==> src/rtl/helix_ctrl_packet_encoder.sv <==
// ============================================================================
// helix_ctrl_packet_encoder
//
// Purpose : Transmit-side encoder for HELIX control packets. Takes one command
//           (type, 22-bit address, 16-bit data) over valid/ready. Emits it as a
//           4-beat, byte-swapped AXI4-Stream packet in this order:
//             B0 header
//             B1 SOF/type/addr-high
//             B2 addr-low/data-high
//             B3 data-low/EOF
//
// Build option:
//   HELIX_ENC_BACK2BACK_EN  When defined, a command can also be accepted on the
//                           B3 handshake, so packets stream with no idle cycle
//                           (4 cycles/packet). When undefined, commands are
//                           accepted only in IDLE (5 cycles/packet).
//
// Ports:
//   aclk, aresetn     clock, asynchronous active-low reset
//   s_cmd_type[1:0]   00 NOP, 01 WRITE, 10 READ, 11 UPDATE
//   s_cmd_addr[21:0]  address ([21:12] = lane/board/chip)
//   s_cmd_data[15:0]  write data
//   s_cmd_valid/ready command handshake
//   m_axis_tdata[15:0] stream word, byte [7:0] first on the wire
//   m_axis_tuser[1:0] [0] header beat flag, [1] always 0
//   m_axis_tlast      high on beat B3
//   m_axis_tvalid/tready stream handshake
//   busy_o            packet latched and not fully sent
//   pkt_count_o[15:0] completed packets, wrapping
// ============================================================================
module helix_ctrl_packet_encoder (
    input  logic        aclk,
    input  logic        aresetn,
    input  logic [1:0]  s_cmd_type,
    input  logic [21:0] s_cmd_addr,
    input  logic [15:0] s_cmd_data,
    input  logic        s_cmd_valid,
    output logic        s_cmd_ready,
    output logic [15:0] m_axis_tdata,
    output logic [1:0]  m_axis_tuser,
    output logic        m_axis_tlast,
    output logic        m_axis_tvalid,
    input  logic        m_axis_tready,
    output logic        busy_o,
    output logic [15:0] pkt_count_o
);

    localparam logic [15:0] HEADER = 16'hC751;
    localparam logic [3:0]  SOF    = 4'hF;
    localparam logic [3:0]  EOF    = 4'h8;

    typedef enum logic [2:0] {
        ST_IDLE = 3'd0,
        ST_B0   = 3'd1,
        ST_B1   = 3'd2,
        ST_B2   = 3'd3,
        ST_B3   = 3'd4
    } state_t;

    state_t      r_state;
    logic [1:0]  r_type;
    logic [21:0] r_addr;
    logic [15:0] r_data;
    logic [15:0] r_tdata;
    logic [1:0]  r_tuser;
    logic        r_tlast;
    logic        r_tvalid;
    logic [15:0] r_pkt_count;
    logic        r_rdy_en;

    logic        w_hs;
    logic        w_ready;
    logic        w_accept;

    // Header word is sent byte-swapped so its low byte leads on the wire.
    localparam logic [15:0] HEADER_WORD = {HEADER[7:0], HEADER[15:8]};

    // Payload word for beats B1..B3 built from the captured command fields.
    function automatic logic [15:0] beat_word(
        input state_t      st,
        input logic [1:0]  t,
        input logic [21:0] a,
        input logic [15:0] d
    );
        logic [15:0] w;
        w = 16'h0000;
        case (st)
            ST_B0:   w = HEADER_WORD;
            ST_B1:   w = {a[19:12], SOF, t, a[21:20]};
            ST_B2:   w = {a[3:0], d[15:12], a[11:4]};
            ST_B3:   w = {d[3:0], EOF, d[11:4]};
            default: w = 16'h0000;
        endcase
        return w;
    endfunction

    assign w_hs = r_tvalid & m_axis_tready;

    // r_rdy_en holds ready low while reset is asserted and for the first edge after it.
`ifdef HELIX_ENC_BACK2BACK_EN
    assign w_ready = r_rdy_en & ((r_state == ST_IDLE) |
                                 ((r_state == ST_B3) & m_axis_tready));
`else
    assign w_ready = r_rdy_en & (r_state == ST_IDLE);
`endif

    assign w_accept = s_cmd_valid & w_ready;

    // Packet sequencer. The next beat is loaded on each handshake, so all stream outputs are registered.
    always_ff @(posedge aclk or negedge aresetn) begin
        if (!aresetn) begin
            r_state     <= ST_IDLE;
            r_type      <= 2'b00;
            r_addr      <= 22'd0;
            r_data      <= 16'h0000;
            r_tdata     <= 16'h0000;
            r_tuser     <= 2'b00;
            r_tlast     <= 1'b0;
            r_tvalid    <= 1'b0;
            r_pkt_count <= 16'h0000;
            r_rdy_en    <= 1'b0;
        end else begin
            r_rdy_en <= 1'b1;
            case (r_state)
                ST_IDLE: begin
                    if (w_accept) begin
                        r_type   <= s_cmd_type;
                        r_addr   <= s_cmd_addr;
                        r_data   <= s_cmd_data;
                        r_tdata  <= HEADER_WORD;
                        r_tuser  <= 2'b01;
                        r_tlast  <= 1'b0;
                        r_tvalid <= 1'b1;
                        r_state  <= ST_B0;
                    end
                end
                ST_B0: begin
                    if (w_hs) begin
                        r_tdata <= beat_word(ST_B1, r_type, r_addr, r_data);
                        r_tuser <= 2'b00;
                        r_state <= ST_B1;
                    end
                end
                ST_B1: begin
                    if (w_hs) begin
                        r_tdata <= beat_word(ST_B2, r_type, r_addr, r_data);
                        r_state <= ST_B2;
                    end
                end
                ST_B2: begin
                    if (w_hs) begin
                        r_tdata <= beat_word(ST_B3, r_type, r_addr, r_data);
                        r_tlast <= 1'b1;
                        r_state <= ST_B3;
                    end
                end
                ST_B3: begin
                    if (w_hs) begin
                        r_pkt_count <= r_pkt_count + 16'd1;
                        // w_accept can only be true here when back-to-back acceptance is built in.
                        if (w_accept) begin
                            r_type  <= s_cmd_type;
                            r_addr  <= s_cmd_addr;
                            r_data  <= s_cmd_data;
                            r_tdata <= HEADER_WORD;
                            r_tuser <= 2'b01;
                            r_tlast <= 1'b0;
                            r_state <= ST_B0;
                        end else begin
                            r_tdata  <= 16'h0000;
                            r_tuser  <= 2'b00;
                            r_tlast  <= 1'b0;
                            r_tvalid <= 1'b0;
                            r_state  <= ST_IDLE;
                        end
                    end
                end
                default: begin
                    r_tvalid <= 1'b0;
                    r_state  <= ST_IDLE;
                end
            endcase
        end
    end

    assign s_cmd_ready   = w_ready;
    assign m_axis_tdata  = r_tdata;
    assign m_axis_tuser  = r_tuser;
    assign m_axis_tlast  = r_tlast;
    assign m_axis_tvalid = r_tvalid;
    assign busy_o        = (r_state != ST_IDLE);
    assign pkt_count_o   = r_pkt_count;

endmodule
==> config.mk <==
export PLATFORM = sky130hd
export DESIGN_NAME = helix_ctrl_packet_encoder
export DESIGN_NICKNAME = d
export VERILOG_FILES = /design/src/rtl/helix_ctrl_packet_encoder.sv
export SDC_FILE = /design/constraint.sdc
export NUM_CORES = 1
export LEC_CHECK = 0
export CAP_MARGIN = 25
export CORE_ASPECT_RATIO = 2
export CORE_UTILIZATION = 45
export DETAILED_ROUTE_END_ITERATION = 12
export HOLD_SLACK_MARGIN = 0.06
export PLACE_DENSITY = 0.87
export SYNTH_ARGS = -nofsm -noshare
export SYNTH_HDL_FRONTEND = slang
export SYNTH_SLANG_ARGS = --single-unit
==> constraint.sdc <==
create_clock -name aclk -period 1.75 [get_ports aclk]
set_input_delay 0.175 -clock aclk [delete_from_list [all_inputs] [get_ports aclk]]
set_output_delay 0.175 -clock aclk [all_outputs]
set_load 0.02 [all_outputs]
## Word level (Yosys, flattened, before mapping)

Index checks and enable logic that the tools add are counted.

| word-level totals | value |
|---|---|
| bits of input ports | 44 |
| bits in latches | 0 |
| output and inout port bits | 38 |
| register bits after elaboration | 80 |
| word-level logic and storage cells | 75 |
| memory bits (read-only) | 0 |
| memories kept | 0 |
| bits in writable memories | 0 |

| cells by class | value |
|---|---|
| multipliers | 0 |
| reductions and logical operators | 14 |
| bitwise gates (word level) | 4 |
| divide/modulo/power cells | 0 |
| mux-type cells | 36 |
| $add $sub $neg | 1 |
| equality and inequality tests | 10 |
| magnitude comparators | 0 |
| shift operators | 0 |

Operator list:

| cell | number |
|---|---|
| $mux W16 | 7 |
| $pmux W16 S5 | 1 |
| $mux W22 | 2 |
| $pmux W22 S2 | 1 |
| $pmux W16 S2 | 1 |
| $add A16 B1 Y16 const B | 1 |
| $mux W15 | 1 |
| $mux W3 | 5 |
| $pmux W3 S5 | 1 |
| $ne A2 B2 Y1 const B | 6 |
| $reduce_and A4 Y1 | 3 |
| $mux W2 | 5 |
| $reduce_bool A3 Y1 | 3 |
| $mux W1 | 8 |
| $eq A3 B2 Y1 const B | 2 |
| $pmux W1 S3 | 2 |
| $pmux W2 S3 | 1 |
| $reduce_and A6 Y1 | 1 |
| $reduce_and A5 Y1 | 1 |
| $reduce_bool A5 Y1 | 1 |
| $pmux W2 S2 | 1 |
| $reduce_and A2 Y1 | 2 |
| $and A1 B1 Y1 | 3 |
| $eq A3 B1 Y1 const B | 1 |
| other kinds (5) | 5 |

## Longest topological paths before layout

| depth | value |
|---|---|
| word-level depth | 6 |
| gate-level depth with buffers | 6 |
| gate-level depth less buffers | 5 |

## Least setup slack after synthesis

Ideal clock, no wire load.

| timing | value |
|---|---|
| path kind | reg-to-reg |
| start point | reg r_state[2] |
| end point | reg r_addr[0] |
| setup slack | 0.045 ns |
| required time | 1.625 ns |
| stages on the path, launching flop included | 6 |
| buffers on the path | 2 |
| arrival | 1.580 ns |
| library setup time | 0.125 ns |
| path through | dfrtp_1 -> buf_6 -> or3_4 -> nor2_4 -> buf_4 -> mux2_2 |

| between the ends | value |
|---|---|
| cells in the longest elaborated chain, start to end | 6 |
| elaborated cells between the ends (all ways) | 10 |
| classes of those cells | 2 x eq/ne; 3 x mux; 2 x bitwise; 3 x reduce/logical |

Ends and longest elaborated chain:

| element | line | RTL |
|---|---|---|
| start: declaration | 60 | `state_t r_state;` |
| start signal: assignment | 112 | `r_state <= ST_IDLE;` |
| start signal: assignment | 134 | `r_state <= ST_B0;` |
| start signal: assignment | 141 | `r_state <= ST_B1;` |
| $logic_not A3 Y1 | 104, 124 |  |
| $and A1 B1 Y1 | 104 | `assign w_ready = r_rdy_en & (r_state == ST_IDLE);` |
| $and A1 B1 Y1 | 107 | `assign w_accept = s_cmd_valid & w_ready;` |
| $mux W22 (2 in series) | - |  |
| $pmux W22 S2 | 124 | `case (r_state)` |
| end signal: assignment | 128 | `r_addr <= s_cmd_addr;` |
| end signal: assignment | 163 | `r_addr <= s_cmd_addr;` |
| end: declaration | 62 | `logic [21:0] r_addr;` |

Parallel ways exist; a longest one is shown, timed or not. The select of a mux whose other input is x is not followed.
A chain may end at the register's enable or synchronous reset.

## Worst setup path after layout

| timing | value |
|---|---|
| start point | reg r_state[1] |
| end point | reg r_addr[16] |

The elaborated chain is that of the path after synthesis.

==> summary.md <==
| Metric | Value |
|---|---|
| Slowest stage delay, CP | 0.45 ns |
| First-pass GRT wire length | 13.1 mm |
| Gpl congestion | 0.874 |
| Synth top area cells | dfrtp_1, mux2_2, nand3_1, o21ai_0, xnor2_1 |
| Vias in the first global route | 2731 |
| Worst reg2reg setup slack | 0.04 ns |
| Sequential share of power | 49.2% |
| Place WS | -0.00743 ns |
| Switching Share | 20.5% |
| Area grow syn2layout | 38.2% |
| Num Clock Sinks | 79 |
| Clock buffer depth | 2 |
| Die area | 8200 sq um |
| DRC Markers | 0 |
| Min-delay worst type | in2async |
| Synth Area per Inst | 11.8 sq um |
| Port buffer count | 80 |
| Clock network power share | 46.7% |
| Pin count of the biggest net entering global routing | 53 |
| Die height | 127 um |
| Synthesized net count | 343 |
| R2R depth | 5 |
| Final hold slack | 0.307 ns |
| Avg WL per Cell | 16.7 um |
| IO Pins | 82 |
| Antenna violations before repair | 0 |
| Final WS setup | 0.0407 ns |
| Crit start category | register |
| Final Hold Fails | 0 |
| Ant. Diodes | 0 |
| Cell-internal power | 0.00296 W |
| H-Tree Level Count | 3 |
| Synthesized cell area | 3520 sq um |
| CP arrival | 1.93 ns |
| Switching Power | 0.000762 W |
| Synth unique cells | 41 |
| Post-route ant nets | 0 |
| Design Power | 0.00372 W |
| Crit path max-delay cell type | dfrtp_2 |
| Placeable Area | 7600 sq um |
| Data required time of the worst path | 1.97 ns |
| WS Path Type | reg2reg |
| R2R Path Start | r_state[1] |
| GRT overflow | 0 |
| Yosys warnings | 0 |
| Root buffer cell | clkbuf_16 |
| CP endpoint kind | register |
| Slew Viols, Final | 0 |
| Pre-antenna DRT Iters | 4 |
| Leak | 2.19 nW |
| Final period util | 97.7% |
| Buffers plus inverters on the worst setup path | 2 |
| #FFs+latches synth | 79 |
| Status | finished, final reports clean |
| Top Family by Delay on Critical Path | simple AND/OR/NAND/NOR gates |
| Worst skew pair latency | 0.33 ns |
| Final Skew | 0.00463 ns |
| Fmax | 585 MHz |
| Final core utilization | 64.0% |
| Starting Density | 46.3% |
| Nets | 437 |
| Total Wirelength | 8.19 mm |
| Final Critical Period | 1.71 ns |
| Top cell type's share of synthesized area | 56.2% |
| Clock transition at path regs | 0.06 ns |
| Die W | 64.5 um |
| Largest vdd supply drop | 0.479 mV |
| Cells after synthesis | 298 |
| Overall routing resource usage | 21.4% |
| Via density | 5.41 |
| Drt initial violations | 191 |
| Worst Path Max Fanout | 10 |
| Vias | 2656 |
| # Max-Cap Violations | 0 |
| CTS tree | yes |
| Setup Viol. Count Final | 0 |
| Reg2reg end | r_addr[16] |
| RSZ-0062 raised after global routing | false |
| Yosys top cell by area | dfrtp_1 |
| Layout cell share with drive strength beyond 1 | 21.7% |
| Setup_tns | 0 ns |
| Sequential element share of the synthesized area | 56.2% |
| Hpwl dp | 5.72 mm |
| Critical path cell sequence | or3_4 -> nor2_4 -> buf_12 -> clkbuf_16 -> mux2_2 |
| Pwr dens | 764 nW/um^2 |
| Core Rows | 45 |
| Comb pwr share | 4.1% |
| Total CTS buffers | 9 |
## power by group through the flow
stage / registers, W / clock network (W) / logic, W
after floorplan: 0.00186 / 0 / 0.0000100
after global routing: 0.00183 / 0.00184 / 0.000166
after detailed placement: 0.00186 / 0 / 0.000154
after global placement: 0.00186 / 0 / 0.000152
final: 0.00183 / 0.00173 / 0.000152
after CTS: 0.00183 / 0.00175 / 0.000156
## synthesized netlist by cell type, drive strengths merged
master and instances:
a211oi 2, a21oi 8, a22oi 5, a31o 2, a32oi 1, and2 2
and3 2, buf 14, clkbuf 4, conb 2, dfrtp 79, ha 1
inv 7, mux2 42, mux2i 7, nand2 22, nand2b 2, nand3 22
nand4 4, nor2 13, nor2b 3, nor3 3, nor3b 1, nor4 1
nor4bb 1, o211a 1, o21ai 22, o22ai 1, o311a 1, o31ai 4
or2 1, or3 1, or3b 1, xnor2 12, xor2 4
## how the worst max path moves through the flow
| stage | startpoint | to | slack (ns) | cells past startpoint |
|---|---|---|---|---|
| after CTS | r_state[1] | r_addr[19] | 0.01 | 4 |
| after detailed placement | r_state[2] | pkt_count_o[14] | -0.007 | 5 |
| after global routing | r_state[0] | m_axis_tdata[15] | 0.0003 | 5 |
| after floorplan | r_state[2] | r_addr[0] | 0.05 | 5 |
| final | r_state[1] | r_addr[16] | 0.04 | 5 |
| after global placement | r_state[1] | s_cmd_ready | 0.06 | 3 |
## sequential cells by signal (all words and copies together) (netlist names)
signal         count
r_addr            22
r_state            3
r_rdy_en           1
m_axis_tvalid      1
r_data            16
m_axis_tdata      16
m_axis_tlast       1
m_axis_tuser       1
pkt_count_o       16
r_type             2
## logic make-up (layout without fill, tap and decap cells)
kind of cell             after synthesis  after routing  synth area share [%]
flip-flops                            79             79                  56.2
AND/OR/NAND/NOR                       79             79                  11.9
multiplexers                          49             49                  15.4
AO/OA/AOI/OAI                         47             47                  8.11
buffers and inverters                 25            124                  3.87
XOR/XNOR                              16             16                  3.98
other                                  2              2                 0.213
adder cells (fa/ha/maj)                1              1                 0.355
## stage by stage
step | cells | instance area [sq um]
final | 491 | 4860
after CTS | 486 | 4770
after global placement | 469 | 4480
after floorplan | 298 | 3520
after detailed placement | 469 | 4480
after global routing | 491 | 4860
## layout make-up
class / instances / area (sq um)
Timing Repair Buffer: 101 / 1050
Sequential cell: 79 / 1980
Clock buffer: 13 / 260
Fill cell: 587 / 2740
Multi-Input combinational cell: 194 / 1410
Clock inverter: 3 / 17.5
Tap cell: 94 / 118
Inverter: 7 / 26.3
## metal layers
| layer | wire length, um | up-vias | track usage (%) |
|---|---|---|---|
| met5 | 0 | - | 0 |
| met3 | 294 | 25 | 4.20 |
| met2 | 4680 | 86 | 37.3 |
| met4 | 298 | 0 | 13.6 |
| met1 | 2920 | 1312 | 22.9 |
| li1 | - | 1233 | - |
## what timing repair did
item | CTS | global route
endpoints found under the setup margin | 3 | 57
buffers inserted | 0 | 1
hold buffers | 1 | 0
endpoints found under the hold margin | 27 | 0
gates cloned | 0 | 4
gates resized for setup | 4 | 2
pin swaps | 1 | 1
## cell usage in the layout, fill, tap and decap left out, types with 2 or more instances in the layout
| master | n |
|---|---|
| a211oi_1 | 2 |
| a21oi_1 | 8 |
| a22oi_1 | 5 |
| a31o_2 | 2 |
| and2_1 | 2 |
| and3_1 | 2 |
| buf_12 | 4 |
| buf_4 | 13 |
| buf_6 | 2 |
| clkbuf_1 | 2 |
| clkbuf_16 | 11 |
| clkbuf_8 | 2 |
| clkdlybuf4s50_1 | 77 |
| clkinv_2 | 2 |
| conb_1 | 2 |
| dfrtp_1 | 78 |
| inv_1 | 7 |
| mux2_1 | 3 |
| mux2_2 | 39 |
| mux2i_1 | 7 |
| nand2_1 | 21 |
| nand2b_1 | 2 |
| nand3_1 | 22 |
| nand4_1 | 4 |
| nor2_1 | 12 |
| nor2b_1 | 3 |
| nor3_1 | 2 |
| o21ai_0 | 21 |
| o31ai_1 | 4 |
| xnor2_1 | 12 |
| xor2_1 | 4 |
Power figures use the tool's default switching activity.
==> variant 1 (same flow settings) <==
Add a define of `HELIX_ENC_BACK2BACK_EN`.
--- a/src/rtl/helix_ctrl_packet_encoder.sv
+++ b/src/rtl/helix_ctrl_packet_encoder.sv
@@ -28,6 +28,8 @@
 //   busy_o            packet latched and not fully sent
 //   pkt_count_o[15:0] completed packets, wrapping
 // ============================================================================
+`define HELIX_ENC_BACK2BACK_EN
+
 module helix_ctrl_packet_encoder (
     input  logic        aclk,
     input  logic        aresetn,
Formal check against the unedited RTL: not equivalent (Yosys sat finds a counterexample within 10 cycles, from zero or initial values and one cycle with aresetn low).
==> variant 1 against the original RTL <==
Maximum frequency down 0.54%. Global-route usage rose by 0.64 points. Cell count decreased by 1.6%. Sequential cell count unchanged. Synthesized cell count decreased by 3.4%. First-iteration DRC count decreased by 43%. Wire length grew 0.17%. Die area grew 1.8%. Worst setup slack worse by 0.0094 ns. Final area grew 0.87%. Synthesized area rose by 1.8%. Total power is 0.34% higher.
==> variant 1: results (changes against the original RTL) <==
- Post-DR vias/cell: 5.55 (+2.5%)
- Placed insts: 469 (unchanged)
- Top cells by count, synth: 79 x dfrtp_1, 50 x mux2_2, 16 x nand2_1
- Fillers: 628 (+7.0%)
- CP Max Fanout: 6 (-4)
- WP data arrival: 1.54 ns (-0.39 ns)
- Cell variety after synth: 42 (+2.4%)
- Largest net degree at the start of global routing: 42 (-21%)
- Post-DP HPWL: 6030 microns (+5.4%)
- GP Congestion: 0.811 (-7.2%)
- First-pass GRT wire length: 13,700 microns (+4.5%)
- Synth area leaders: dfrtp_1 55%, mux2_2 16%, xnor2_1 2.7%
- Synthesized net count: 333 (-2.9%)
- Seq/Total Area, Yosys: 55.2% (-1.0 points)
- Crit path launch: r_state[0]
- Maximum vdd drop: 0.641 mV (+34%)
- Worst Skew: 0.00506 ns (+0.000434 ns)
- Drt wl/cell: 17.0 microns (+1.8%)
- Net count, final: 432 (-1.1%)
- CP top delay family: flip-flops
- Tot GR Track Use: 22.0% (+0.64 points)
- Fraction of registers with async set/reset: 100% (unchanged)
- Iteration-0 DRC count of the detailed router: 108 (-43%)
- Fin. max-slew vios: 0 (unchanged)
- Vias in the first global route: 2,866 (+4.9%)
- Leakage: 2.32 nW (+6.3%)
- Status: complete, no violations
- Share of cells above drive strength 1: 24.7% (+3.0 points)
- Syn_area_per_cell: 12.4 sq um (+5.3%)
- Finished Layout Cells: 483 (-1.6%)
[variant 1: changes by cell type after synthesis, sizes merged, moves of 3 or more]
cell / delta
o21ai: -14
o31ai: -3
inv: -5
nand2: -5
buf: -3
a21o: +5
nor3: +5
a221oi: +5
and3: +3
nand3: -14
mux2: +13
[variant 1: final timing paths]
kind,slack [ns],end
max in group asynchronous,0.78,r_data[6]
min in group aclk,0.45,r_data[0]
setup / recovery,0.03,busy_o
hold reg to reg,0.47,pkt_count_o[15]
setup reg to reg,0.06,m_axis_tdata[2]
hold / removal,0.37,r_rdy_en
[variant 1: kinds of logic (layout without fill, tap and decap cells)]
group,Yosys count,count (layout),synth area share [%]
adders and majority gates,1,1,0.349
muxes,62,62,19.7
DFF,79,79,55.2
xor gates and xnor gates,16,16,3.91
AOI/OAI and AO/OA,38,38,7.19
other,2,2,0.210
buffers and inverters,19,120,2.97
and+or+nand+nor,71,71,10.5
[variant 1: what timing repair did]
| action | CTS | global route |
|---|---|---|
| hold buffers | 1 | 0 |
| endpoints found under the setup margin | 2 | 9 |
| endpoints found under the hold margin | 40 | 0 |
| resized for setup | 5 | 1 |
[variant 1: cell type report]
| class | count | share of cell area (%) |
|---|---|---|
| inverters | 2 | 0.153 |
| repair buffers | 105 | 21.0 |
| clock buffers | 11 | 4.74 |
| flip-flops and latches | 79 | 40.3 |
| well taps | 94 | 2.40 |
| multi-input cells | 190 | 30.7 |
| clock inverters | 2 | 0.714 |
[variant 1: per-stage QoR]
step           hold slack [ns]  worst slack, ns
3_3_place_gp             0.183           -0.123
3_5_place_dp             0.195           -0.162
4_1_cts                  0.385           0.0267
5_1_grt                  0.432          0.00536
6_report                 0.371           0.0314
2_1_floorplan           -0.121           0.0283
[variant 1: layer usage]
metal | global-route usage, % | vias to the layer above | part of all wire, % | wire [microns]
met5 | 0 | - | 0 | 0
met4 | 12.1 | 0 | 4.5 | 367
met3 | 4.27 | 25 | 3.9 | 316
met2 | 38.1 | 90 | 54 | 4440
met1 | 24.8 | 1351 | 38 | 3080
li1 | - | 1213 | - | -
[variant 1: power breakdown]
part / internal [W] / switching [W] / total [W]
Combinational: 0.0000953 / 0.0000590 / 0.000154
Clock: 0.00108 / 0.000667 / 0.00174
Sequential: 0.00183 / 0.00000121 / 0.00183
Total: 0.00300 / 0.000727 / 0.00373
==> variant 2 (same settings) <==
Made on the original files. Reset style: synchronous (`aresetn`), changed in one clocked block. Comments in the files are not updated.
--- a/src/rtl/helix_ctrl_packet_encoder.sv
+++ b/src/rtl/helix_ctrl_packet_encoder.sv
@@ -107,7 +107,7 @@
     assign w_accept = s_cmd_valid & w_ready;
 
     // Packet sequencer. The next beat is loaded on each handshake, so all stream outputs are registered.
-    always_ff @(posedge aclk or negedge aresetn) begin
+    always_ff @(posedge aclk) begin
         if (!aresetn) begin
             r_state     <= ST_IDLE;
             r_type      <= 2'b00;
Behaviour: differs if aresetn is asserted again (counterexample within 4 cycles, from zero or initial values and one cycle with aresetn low); with aresetn held inactive, the same outputs for 10 cycles.
==> variant 2 against the original RTL <==
Synthesized area decreased by 4.3%. First-iteration DRC count increased by 4.2%. Wire length increased by 9.7%. Maximum frequency grew 1.9%. Largest cell class is now multi-input combinational cells. Sequential cell count stayed put. Sequential share of layout area down 7.0 points. Worst setup slack better by 0.033 ns. Via count grew 23%. Final area shrank 2.9%.
Power is not compared: it rests on default switching activity, and its combinational part moved more than twofold at a synthesized area within 25%.
==> variant 2: results (changes against the original RTL) <==
- Leakage: 1.68 nW
- Share of cells above drive strength 1: 13.1% (-8.6 points)
- Drt wl/cell: 15.1 microns (-9.8%)
- Status: complete, no violations
- Maximum vdd drop: 0.576 mV
- CP Max Fanout: 14 (+4)
- Pre-CTS setup slack: -0.0779 ns (-0.0704 ns)
- Synth area leaders: dfxtp_1 47%, nand2_1 10%, a21oi_1 8.3%
- Hold Path Depth: 3
- Worst Skew: 0.00434 ns (-0.000292 ns)
- Fraction of registers with async set/reset: 0% (-100 points)
- Fillers: 628 (+7.0%)
- Hold WS: 0.390 ns (+0.0830 ns)
- Hold WC Path Type: input port to register
- Seq/Total Area, Yosys: 47.0% (-9.2 points)
- Tot GR Track Use: 23.9% (+2.5 points)
- Top cells by count, synth: 94 x nand2_1, 79 x dfxtp_1, 56 x a21oi_1
- WP data arrival: 1.89 ns (-0.04 ns)
- Largest register by flop count: r_addr
- First-pass GRT wire length: 14,600 microns (+12%)
- Internal: 0.00316 W
- Post-route setup TNS: 0 ns (unchanged)
- Net count, final: 546 (+25%)
- Cell Area, Placed: 0.00440 sq mm (-1.8%)
- Root buf cell: clkbuf_16
- Largest net degree at the start of global routing: 49 (-7.5%)
- Iteration-0 DRC count of the detailed router: 199 (+4.2%)
- Top FF cell, synth: dfxtp_1
- Post-DR vias/cell: 5.49 (+1.4%)
- Crit path launch: r_state[0]
- Cell variety after synth: 47 (+15%)
- Synthesized net count: 453 (+32%)
- Clk_lat worst skew: 0.33 ns (about the same)
- Worst hold endpoint: r_addr[2]
- Vias in the first global route: 3,233 (+18%)
- Slowest cell on crit path: dfxtp_1
- Post-DP HPWL: 6430 microns (+12%)
- Critical path's largest stage delay: 0.45 ns (about the same)
- Drt first pass iters: 4 (unchanged)
- RR Endpoint: m_axis_tdata[7]
- GP Congestion: 0.831 (-4.9%)
- Reg-to-reg slack, setup: 0.07 ns (+0.03 ns)
- Cells on worst reg2reg path: 5 (unchanged)
## variant 2: cell count changes after synthesis, sizes merged, moves of 6 or more
cell    unedited run  this run
dfrtp             79         0
dfxtp              0        79
nand2             22        94
a21oi              8        56
mux2              42         4
clkbuf             4        18
nand3             22         9
o21ai             22        13
a211oi             2        10
nor3               3        10
xnor2             12         6
## variant 2: cells by family (layout without fill, tap and decap cells)
kind of cell	after synthesis	in the layout	synth area share (%)
compound gates	110	110	20.0
xor+xnor	9	9	2.34
fa+ha+maj	1	1	0.372
buf+inv	38	135	4.94
flops	79	79	47.0
mux	8	8	2.53
other cells	1	1	0.111
simple gates	162	162	22.7
## variant 2: worst max path at each step
stage / endpoint / slack [ns]
4_1_cts: pkt_count_o[12] / 0.01
3_5_place_dp: pkt_count_o[12] / -0.08
5_1_grt: pkt_count_o[12] / -0.003
6_report: m_axis_tdata[7] / 0.07
2_1_floorplan: pkt_count_o[14] / 0.004
3_3_place_gp: pkt_count_o[13] / -0.02
## variant 2: through the flow
stage               instances  total power, W  utilization [%]
floorplan                 408         0.00218                -
global placement          579         0.00239             60.5
detailed placement        579         0.00240             60.5
CTS                       597         0.00412             64.6
global route              597         0.00424             65.0
finish                    597         0.00408             65.0
## variant 2: what timing repair did
item	in CTS	in global routing
buffers inserted	3	0
cloned	0	0
setup endpoints to repair	5	14
pin swaps	1	0
resized for setup	2	10
## variant 2: area by class of cell
cell class                      instances  area [sq um]  area share, %
Multi-Input combinational cell        291          1650           35.0
Sequential cell                        79          1590           33.6
Timing Repair Buffer                  114          1070           22.6
Clock buffer                           15           278           5.88
Tap cell                               92           115           2.44
Inverter                                6          22.5          0.477
## variant 2: critical path: cells and delay by family, from the launching register on
family          cells  cell delay [ns]
compound gates      2             0.40
simple gates        1             0.27
buf+inv             2             0.44
flops               1             0.45
## variant 2: routing by layer
| metal | vias to the layer above | wire length (microns) | global-route usage (%) |
|---|---|---|---|
| li1 | 1608 | - | - |
| met1 | 1505 | 3240 | 24.6 |
| met2 | 122 | 4910 | 41.0 |
| met3 | 41 | 338 | 4.40 |
| met4 | 0 | 508 | 19.0 |
| met5 | - | 0 | 0 |
## variant 2: power groups by stage
stage	Combinational, W	Sequential (W)	Clock [W]
floorplan	0.000218	0.00196	0
global placement	0.000442	0.00195	0
detailed placement	0.000453	0.00195	0
CTS	0.000455	0.00191	0.00175
global route	0.000498	0.00192	0.00182
finish	0.000458	0.00192	0.00171
